<file path="src/rtl/freq_meter_pkg.sv">
// Shared constants and types for the gated-window frequency meter.
// The default clock rate matches the one the clock dividers are built around.
package freq_meter_pkg;

    localparam int CLK_HZ_DEFAULT = 100_000_000;
    localparam int FLUSH_CYCLES   = 3;

    typedef enum logic [1:0] {
        IDLE    = 2'd0,
        FLUSH   = 2'd1,
        MEASURE = 2'd2
    } meter_state_t;

endpackage

</file>
<file path="src/rtl/sync_edge_detect.sv">
// Two-flop synchronizer followed by one compare flop.
// Produces a clean registered level and a single-cycle rising-edge strobe.
// Also suitable for debouncing-free button inputs elsewhere in the design.
module sync_edge_detect (
    input  logic Clk,
    input  logic Reset,
    input  logic Async_In,
    output logic Level,
    output logic Rise
);

    logic sync_p0;
    logic sync_p1;
    logic sync_p2;

    // Synchronize the async input, then keep one extra stage for edge compare
    always_ff @(posedge Clk or posedge Reset) begin
        if (Reset) begin
            sync_p0 <= 1'b0;
            sync_p1 <= 1'b0;
            sync_p2 <= 1'b0;
        end else begin
            sync_p0 <= Async_In;
            sync_p1 <= sync_p0;
            sync_p2 <= sync_p1;
        end
    end

    assign Level = sync_p1;
    assign Rise  = sync_p1 & ~sync_p2;

endmodule

</file>
<file path="src/rtl/freq_meter.sv">
// Gated-window frequency counter. Counts synchronized rising edges of Sig_In
// over back-to-back windows of GATE_CYCLES Clk cycles and publishes the count
// (Hz when GATE_CYCLES == CLK_HZ) with a one-cycle valid pulse per window.
module freq_meter
    import freq_meter_pkg::*;
#(
    parameter int CLK_HZ      = CLK_HZ_DEFAULT,
    parameter int GATE_CYCLES = CLK_HZ,
    parameter int CNT_W       = 27
) (
    input  logic             Clk,
    input  logic             Reset,
    input  logic             Sig_In,
    input  logic             Enable,
    output logic [CNT_W-1:0] Freq,
    output logic             Freq_Valid,
    output logic             Overflow
);

    localparam int                GATE_W     = (GATE_CYCLES > 1) ? $clog2(GATE_CYCLES) : 1;
    localparam logic [GATE_W-1:0] GATE_LAST  = GATE_W'(GATE_CYCLES - 1);
    localparam logic [1:0]        FLUSH_LAST = 2'(FLUSH_CYCLES - 1);
    localparam logic [CNT_W-1:0]  CNT_MAX    = '1;

    meter_state_t      state;
    meter_state_t      state_nxt;
    logic [1:0]        flush_cnt;
    logic [GATE_W-1:0] gate_cnt;
    logic [CNT_W-1:0]  edge_cnt;
    logic              edge_sat;
    logic              flush_run;
    logic              meas_run;
    logic              gate_last;
    logic              strobe;
    logic              level_unused;

    // Saturating increment: the count sticks at CNT_MAX rather than wrapping
    function automatic logic [CNT_W-1:0] sat_inc(input logic [CNT_W-1:0] val, input logic inc);
        if (inc && (val != CNT_MAX))
            return val + CNT_W'(1);
        return val;
    endfunction

    // True when this increment would have pushed the count past CNT_MAX
    function automatic logic sat_hit(input logic [CNT_W-1:0] val, input logic inc);
        return inc && (val == CNT_MAX);
    endfunction

    sync_edge_detect u_sync (
        .Clk      (Clk),
        .Reset    (Reset),
        .Async_In (Sig_In),
        .Level    (level_unused),
        .Rise     (strobe)
    );

    // State register
    always_ff @(posedge Clk or posedge Reset) begin
        if (Reset)
            state <= IDLE;
        else
            state <= state_nxt;
    end

    // Next-state: dropping Enable always aborts back to IDLE
    always_comb begin
        state_nxt = state;
        case (state)
            IDLE:    if (Enable) state_nxt = FLUSH;
            FLUSH:   if (!Enable) state_nxt = IDLE;
                     else if (flush_cnt == FLUSH_LAST) state_nxt = MEASURE;
            MEASURE: if (!Enable) state_nxt = IDLE;
            default: state_nxt = IDLE;
        endcase
    end

    // Control decode: counters only run while Enable is still high
    always_comb begin
        flush_run = Enable && (state == FLUSH);
        meas_run  = Enable && (state == MEASURE);
        gate_last = meas_run && (gate_cnt == GATE_LAST);
    end

    // Flush timer lets stale synchronizer contents drain before counting
    always_ff @(posedge Clk or posedge Reset) begin
        if (Reset)
            flush_cnt <= '0;
        else if (flush_run && (flush_cnt != FLUSH_LAST))
            flush_cnt <= flush_cnt + 2'd1;
        else
            flush_cnt <= '0;
    end

    // Gate counter wraps on the terminal cycle with no dead cycle between windows
    always_ff @(posedge Clk or posedge Reset) begin
        if (Reset)
            gate_cnt <= '0;
        else if (!meas_run || gate_last)
            gate_cnt <= '0;
        else
            gate_cnt <= gate_cnt + GATE_W'(1);
    end

    // Edge counter plus a sticky flag remembering any saturation in this window
    always_ff @(posedge Clk or posedge Reset) begin
        if (Reset) begin
            edge_cnt <= '0;
            edge_sat <= 1'b0;
        end else if (!meas_run || gate_last) begin
            edge_cnt <= '0;
            edge_sat <= 1'b0;
        end else if (strobe) begin
            edge_cnt <= sat_inc(edge_cnt, 1'b1);
            edge_sat <= edge_sat | sat_hit(edge_cnt, 1'b1);
        end
    end

    // Publish result; a strobe on the terminal cycle belongs to the closing window
    always_ff @(posedge Clk or posedge Reset) begin
        if (Reset) begin
            Freq       <= '0;
            Freq_Valid <= 1'b0;
            Overflow   <= 1'b0;
        end else begin
            Freq_Valid <= gate_last;
            if (gate_last) begin
                Freq     <= sat_inc(edge_cnt, strobe);
                Overflow <= edge_sat | sat_hit(edge_cnt, strobe);
            end
        end
    end

endmodule

</file>
<file path="config.mk">
export PLATFORM = sky130hd
export DESIGN_NAME = freq_meter
export DESIGN_NICKNAME = d
export VERILOG_FILES = /design/src/rtl/freq_meter_pkg.sv /design/src/rtl/sync_edge_detect.sv /design/src/rtl/freq_meter.sv
export SDC_FILE = /design/constraint.sdc
export NUM_CORES = 1
export LEC_CHECK = 0
export ABC_CLOCK_PERIOD_IN_PS = 4340
export CORE_UTILIZATION = 60
export CTS_BUF_LIST = sky130_fd_sc_hd__clkbuf_16
export DETAILED_ROUTE_END_ITERATION = 8
export PLACE_DENSITY = 0.82
export SLEW_MARGIN = 20
export SYNTH_ARGS = -nofsm -noshare
export SYNTH_HDL_FRONTEND = slang
export SYNTH_HIERARCHICAL = 1
export SYNTH_SLANG_ARGS = --single-unit
</file>
<file path="constraint.sdc">
create_clock -name Clk -period 4.34 [get_ports Clk]
set_input_delay 0.434 -clock Clk [delete_from_list [all_inputs] [get_ports Clk]]
set_output_delay 0.434 -clock Clk [all_outputs]
set_load 0.05 [all_outputs]
</file>
==> metrics.md, run 1 <==
| Metric | Value |
|---|---|
| Mapped Area | `4070 um2` |
| Top cells by count, synth | `dfrtp_1, nor2_1, nand2_1, xor2_1, nand4_1` |
| Number of clock sinks | `91` |
| Vias after detailed routing | `2970` |
| Synth area leaders | `dfrtp_1, nor2_1, xor2_1` |
| Nets | `441` |
| Max cap viols | `0` |
| Async set-or-reset flop fraction in the synthesized netlist | `1.000` |
| # hold bufs at CTS | `0` |
| # H-tree levels | `3` |
| Clock tree buffer depth | `2` |
| Layout cells sized above 1 | `0.06606` |
| Reg clk slew, reported paths | `70 ps` |
| Int Pwr | `1.302 mW` |
| Clock group share of total power | `0.466` |
| Setup crit end kind | `flip-flop` |
| Status | `finished with violations` |
| First-pass GRT wire length | `13730 um` |
| Bufs and invs on worst path | `0` |
| Fin. Hold Viols | `0` |
| Least-Margin Pin Slew | `929.9 ps` |
| CP max FO | `10` |
| Yosys top cell by area | `dfrtp_1` |
| Syn Area/Cell | `10.10 um2` |
| Synth Instances | `403` |
| Non-filler cells, final | `516` |
| Slowest-stage cell, CP | `and2_1` |
| CP startpoint | `edge_cnt[2]$_DFFE_PP0P_` |
| Number of buffers created by CTS | `9` |
| Total net switching power | `345.6 uW` |
| Number of post-CTS setup repair buffers | `0` |
| Worst Hold Class | `input pin to async pin` |
| Syn_nets | `410` |
| Placed cells | `500` |
| Antenna viol nets, final | `0` |
| CP Class | `flip-flop to flip-flop` |
| Clock Skew | `7.451 ps` |
| Startpoint Class | `flip-flop` |
| Max VDD drop | `0.2037 mV` |
| Top_reg_cell synth | `dfrtp_1` |
| CTS tree | `yes` |
| RePlAce Congestion | `0.8761` |
| Post-Route WL | `7967 um` |
| Max Fclk | `0.4811 GHz` |
| Top-count cell post-synth | `dfrtp_1` |
| Hpwl dp | `5238 um` |
| DRT Pass-1 Iters | `7` |
| Sw frac | `0.2097` |
| Gr usage total | `0.2488` |
| Fin crit share | `0.4790` |
| Internal reg-to-reg setup slack | `2260 ps` |
| Yosys reg bits | `91` |
| LEAKAGE | `1.959 nW` |
| Root Buffer | `clkbuf_16` |
| Port-buffer cells | `32` |
| RR Endpoint | `edge_cnt[13]$_DFFE_PP0P_` |
| Slew Limit Fails | `0` |
| Worst-Skew Late Latency | `340 ps` |
| Total power per unit cell area | `348.3 nW/um2` |
| Reg2Reg Depth | `6` |
| EDFF count, synth | `0` |
| Via/cell ratio | `5.756` |
| Die height | `84.36 um` |
| Post-route DRC | `5` |
| Initial DRC Count | `210` |
| Row count | `29` |
| Unrepaired setup endpoints after global routing | `false` |
| WP depth | `6` |
| Slew headroom | `0.3801` |
| Initial Util | `0.6302` |
| Vias in the first global route | `2967` |
| CP delay by family, top | `simple AND/OR/NAND/NOR gates` |
| Die width | `84.36 um` |
| Worst path max stage delay | `470 ps` |
| WP data required | `4540 ps` |
| Violated checks | `design-rule violations` |
| Top-area cell type share of the netlist area | `0.5595` |
| Post-cts sizing count | `0` |
| Worst reg2reg path startpoint | `edge_cnt[2]$_DFFE_PP0P_` |
| CP arrival | `2280 ps` |
| Die footprint | `7117 um2` |
| WL/cell | `15.44 um` |
| Core area | `6459 um2` |
| P&R area growth vs syn | `16.26%` |
| Initial antenna violation count | `0` |
| Setup TNS Final | `0 ps` |
| # diodes | `0` |
| Final setup viols | `0` |
| I/O pin count | `33` |
| Gr ovfl total | `0` |
| Seq/Total Area, Yosys | `0.5595` |
| Synthesis Warnings | `6` |
| Power share of the combinational group | `0.016` |
| Sequential Power Share | `0.518` |
| Layout fillers | `462` |
| Crit path time final | `2079 ps` |
| Cell Chain, Critical Path | `nand4_1, nor4_2, and2_1, nor3_1, xnor2_1, nor2_1` |
| Distinct cells, synth | `38` |
| Largest net degree at the start of global routing | `58` |
## through the flow
step / area [um2] / utilization / total power, mW / hold WS [ps] / worst slack (ps)
after global placement: 4438 / 0.6871 / 0.8960 / 334.1 / 2346
after CTS: 4732 / 0.7327 / 1.664 / 309.2 / 2278
after detailed placement: 4438 / 0.6871 / 0.8970 / 345.1 / 2313
after floorplan: 4070 / - / 0.8869 / 187.6 / 1627
final: 4732 / 0.7327 / 1.648 / 318.2 / 2261
after global routing: 4732 / 0.7327 / 1.696 / 353.7 / 2085
## layout make-up
cell class | instances | area, um2 | share of cell area
Clock buffer | 9 | 225.2 | 0.04759
Tap cell | 77 | 96.34 | 0.02036
Multi-Input combinational cell | 294 | 1713 | 0.3620
Inverter | 4 | 16.27 | 0.003437
Clock inverter | 7 | 68.82 | 0.01454
Sequential cell | 91 | 2277 | 0.4812
Timing Repair Buffer | 34 | 335.3 | 0.07086
## power by group through the flow
stage | Combinational (mW) | Clock, mW | Sequential, mW
2_1_floorplan | 0.0182 | 0 | 0.869
3_3_place_gp | 0.0270 | 0 | 0.869
3_5_place_dp | 0.0277 | 0 | 0.869
4_1_cts | 0.0280 | 0.782 | 0.854
5_1_grt | 0.0315 | 0.811 | 0.853
6_report | 0.0262 | 0.768 | 0.854
## registers in the layout, summed over array words and instances (netlist names)
register,flops
state,2
u_sync/Level,1
u_sync/sync_p0,1
edge_sat,1
Freq,27
gate_cnt,27
u_sync/sync_p2,1
edge_cnt,27
flush_cnt,2
Overflow,1
Freq_Valid,1
## how the worst max path moves through the flow
stage,endpoint,slack [ps]
6_report,edge_cnt[13]$_DFFE_PP0P_,2260
2_1_floorplan,Freq[0]$_DFFE_PP0P_,1630
3_3_place_gp,gate_cnt[0]$_DFF_PP0_,2350
5_1_grt,Freq[13]$_DFFE_PP0P_,2090
4_1_cts,edge_cnt[13]$_DFFE_PP0P_,2280
3_5_place_dp,edge_cnt[13]$_DFFE_PP0P_,2310
## cell usage in the layout, fill, tap and decap left out, types with 2 or more instances in the layout
cell             instances
nor4b_1                  2
xor2_1                  28
mux2i_1                  2
dfrtp_1                 91
and3b_1                  2
ha_1                     3
nand2_1                 53
clkdlybuf4s50_1         32
nor2_1                  68
o21ai_1                 13
nor3_2                   4
nor3_1                   5
clkbuf_16                9
and3_1                  10
buf_4                    2
nor4_2                   2
a21oi_1                  4
clkinv_2                 3
nor3b_1                  2
nand3_1                 18
nand4_1                 19
o21ai_0                 18
and4_1                   5
xnor2_1                 18
and2_1                   5
inv_1                    4
## per-layer routing
layer,vias to the layer above,global-route usage,routed length (um),part of all wire
li1,1440,-,-,-
met4,0,0.1356,253,0.032
met2,90,0.4076,3952,0.50
met3,22,0.03736,331,0.042
met5,-,0,0,0
met1,1418,0.3227,3429,0.43
## cell families (layout without fill, tap and decap cells)
family,Yosys count,after routing,share of synthesized area
xor gates and xnor gates,46,46,0.09899
adders and majority gates,3,3,0.009223
and+or+nand+nor,204,204,0.2561
buffers and inverters,18,54,0.01967
muxes,2,2,0.004919
AOI/OAI and AO/OA,39,39,0.05165
DFF,91,91,0.5595
(Power assumes the default switching activity.)
==> run 2, diff against run 1 <==
Settings changed: ABC_CLOCK_PERIOD_IN_PS 4340 to 1700, CORE_UTILIZATION 60 to 52, PLACE_DENSITY 0.82 to 0.75.
Clock period 4.34 ns to 1.7 ns, I/O delays scaled along.
==> run 2 against run 1 <==
  * The flow finishes with violations (negative setup slack)
  * Cell area is 30% higher
  * Clock power rose to 2.6 times the previous value
  * Combinational power rose to 3.3 times the previous value
  * Worst hold slack lost 230 ps
  * Critical path depth is 1 higher
  * Register-to-register slack got worse by 2500 ps
  * Setup slack worse by 2500 ps
  * Sequential share of layout area decreased by 11 points
  * Core utilization is 9.9 points higher
  * First-iteration DRC count up 55%
  * Largest cell class unchanged
  * Highest routed layer unchanged
==> metrics.md, run 2 (same netlist as run 1, synthesis figures left out) <==
| Metric | Value |
|---|---|
| Post-route setup slack | `-223.8 ps (-2485 ps)` |
| Die width | `90.47 um (+7.2%)` |
| Commonest non-fill, non-tap cell in the layout | `dfrtp_1` |
| Reg clk slew, reported paths | `70 ps (about the same)` |
| Post-route DRC | `0 (-5)` |
| Largest net degree at the start of global routing | `89 (+53%)` |
| First-pass GRT wire length | `14940 um (+8.8%)` |
| Fin. Hold Viols | `0 (unchanged)` |
| LEAKAGE | `2.694 nW (+38%)` |
| Worst Hold Class | `input pin to async pin` |
| Least-Margin Pin Slew | `707.5 ps (-222.4 ps)` |
| Dpl ws | `-98.61 ps (-2412 ps)` |
| RePlAce Congestion | `0.8822 (+0.70%)` |
| CP arrival | `2140 ps (-140 ps)` |
| Top Layer Used | `met4` |
| Gr usage total | `0.2288 (-0.02000)` |
| Die footprint | `8185 um2 (+15%)` |
| Worst-Skew Late Latency | `340 ps (about the same)` |
| Most frequent cells in the layout | `dfrtp_1, buf_4, nor2_1` |
| WHS | `89.03 ps (-229.1 ps)` |
| Layout cells sized above 1 | `0.4008 (+0.3347)` |
| Via/cell ratio | `6.053 (+5.2%)` |
| Setup crit end kind | `flip-flop` |
| Violated checks | `negative setup slack` |
| DR WL met3 | `1055 um (+220%)` |
| Nets | `521 (+18%)` |
| Layout fillers | `353 (-24%)` |
| DRT Pass-1 Iters | `5 (-2)` |
| # diodes | `0 (unchanged)` |
| I/O pin count | `33 (unchanged)` |
| Status | `finished with violations` |
| Sequential Power Share | `0.508 (-0.010)` |
| Total net switching power | `938.2 uW (+170%)` |
| Slew Limit Fails | `0 (unchanged)` |
| Final setup viols | `84 (+84)` |
| Port-buffer cells | `32 (unchanged)` |
| CP max FO | `5 (-5)` |
| Antenna viol nets, final | `0 (unchanged)` |
| Row count | `31 (+6.9%)` |
| CTS tree | `yes` |
| P&R area growth vs syn | `51.37%` |
| Setup TNS Final | `-9247 ps (-9247 ps)` |
| Int Pwr | `3.349 mW (+160%)` |
| Initial Util | `0.5494 (-0.08078)` |
| Core Util, Final | `0.8316 (+0.09895)` |
| Gr ovfl total | `0 (unchanged)` |
| M1 WL | `4675 um (+36%)` |
| Finished Cell Area | `6161 um2 (+30%)` |
| Placed cell areas | `4823 um2 (+8.7%)` |
| Initial DRC Count | `326 (+55%)` |
| Clock Skew | `6.011 ps (-1.440 ps)` |
| Vias after detailed routing | `3741 (+26%)` |
| Die height | `90.47 um (+7.2%)` |
| Crit path time final | `1924 ps (-154.9 ps)` |
| Root Buffer | `clkbuf_16` |
| WL met2 | `6587 um (+67%)` |
| Unrepaired setup endpoints after global routing | `true` |
| Internal reg-to-reg setup slack | `-220 ps (-2490 ps)` |
| Sw frac | `0.2188 (+0.009144)` |
| Startpoint Class | `flip-flop` |
| Max cap viols | `0 (unchanged)` |
| Number of buffers created by CTS | `9 (unchanged)` |
| Max Fclk | `0.5198 GHz (+8.1%)` |
| # H-tree levels | `3 (unchanged)` |
| Total power per unit cell area | `695.9 nW/um2 (+100%)` |
| Slew headroom | `0.5283 (+0.1483)` |
| Max VDD drop | `0.5941 mV (+190%)` |
| Number of clock sinks | `91 (unchanged)` |
| Vias in the first global route | `3231 (+8.9%)` |
| Core area | `7408 um2 (+15%)` |
| Clock tree buffer depth | `2 (unchanged)` |
| Regs by FF count | `Freq: 27 flops, edge_cnt: 27 flops, gate_cnt: 27 flops` |
| Fin crit share | `1.132 (+0.6527)` |
| CP Class | `flip-flop to flip-flop` |
| Post-Route WL | `13050 um (+64%)` |
| WL/cell | `21.12 um (+37%)` |
| Hpwl dp | `5671 um (+8.3%)` |
| Clock group share of total power | `0.472 (+0.006)` |
| Initial antenna violation count | `0 (unchanged)` |
| Power share of the combinational group | `0.020 (+0.004)` |
| WP data required | `1920 ps (-2620 ps)` |
run 2: cell count changes in the layout (fill, tap and decap cells not counted), moves of 10 or more:
cell | before | now
buf_4 | 2 | 61
nor2_2 | 1 | 16
o21ai_0 | 18 | 2
nor2_1 | 68 | 43
xor2_2 | 0 | 10
buf_6 | 0 | 12
xor2_1 | 28 | 18
o21ai_1 | 13 | 25
nor2_4 | 0 | 10
clkdlybuf4s50_1 | 32 | 16
nand2_2 | 0 | 12
nand2_1 | 53 | 35
run 2: final timing paths:
path	cells past startpoint	endpoint	start
hold reg to reg	0	u_sync/Level$_DFF_PP0_	u_sync/sync_p0$_DFF_PP0_
setup reg to reg	7	Freq[20]$_DFFE_PP0P_	gate_cnt[19]$_DFF_PP0_
setup / recovery	7	Freq[20]$_DFFE_PP0P_	gate_cnt[19]$_DFF_PP0_
hold / removal	2	u_sync/sync_p0$_DFF_PP0_	Reset
min in group Clk	1	u_sync/sync_p0$_DFF_PP0_	Sig_In
max in group asynchronous	3	edge_cnt[4]$_DFFE_PP0P_	Reset
run 2: final cells by class:
type / instances / area (um2) / share of cell area
clock buffers: 9 / 225.2 / 0.03656
multi-input cells: 296 / 2252 / 0.3656
inverters: 4 / 18.77 / 0.003046
clock inverters: 7 / 73.82 / 0.01198
repair buffers: 112 / 1190 / 0.1931
flip-flops and latches: 91 / 2277 / 0.3696
well taps: 99 / 123.9 / 0.02011
run 2: power by group through the flow:
stage          Combinational (mW)  Clock [mW]  Sequential [mW]
2_1_floorplan              0.0469           0             2.22
3_3_place_gp               0.0735           0             2.22
3_5_place_dp               0.0763           0             2.22
4_1_cts                    0.0760        2.02             2.18
5_1_grt                    0.0976        2.13             2.18
6_report                   0.0858        2.02             2.18
run 2: metal layers:
| layer | GRT usage | vias to the layer above |
|---|---|---|
| met5 | 0 | - |
| met4 | 0.09946 | 0 |
| met3 | 0.04209 | 81 |
| met2 | 0.3870 | 203 |
| met1 | 0.2871 | 1860 |
| li1 | - | 1597 |
run 2: repair_timing:
action	CTS	global route
gates resized for setup	20	135
hold buffers	0	0
gates cloned	0	17
setup buffers	6	12
pin swaps	17	62
setup endpoints to repair	42	86
run 2: stage by stage:
| step | total power [mW] | std cells |
|---|---|---|
| floorplan | 2.265 | 403 |
| global placement | 2.292 | 567 |
| detailed placement | 2.295 | 567 |
| CTS | 4.276 | 589 |
| global route | 4.403 | 618 |
| finish | 4.287 | 618 |
run 2: worst max-delay path: stages, from the launching register on:
cell	delay, ps
dfrtp_1	430
nor3b_1	300
and4_1	270
nand3_2	140
nand2b_4	270
clkbuf_16	230
nand2_1	70
o21ai_1	80
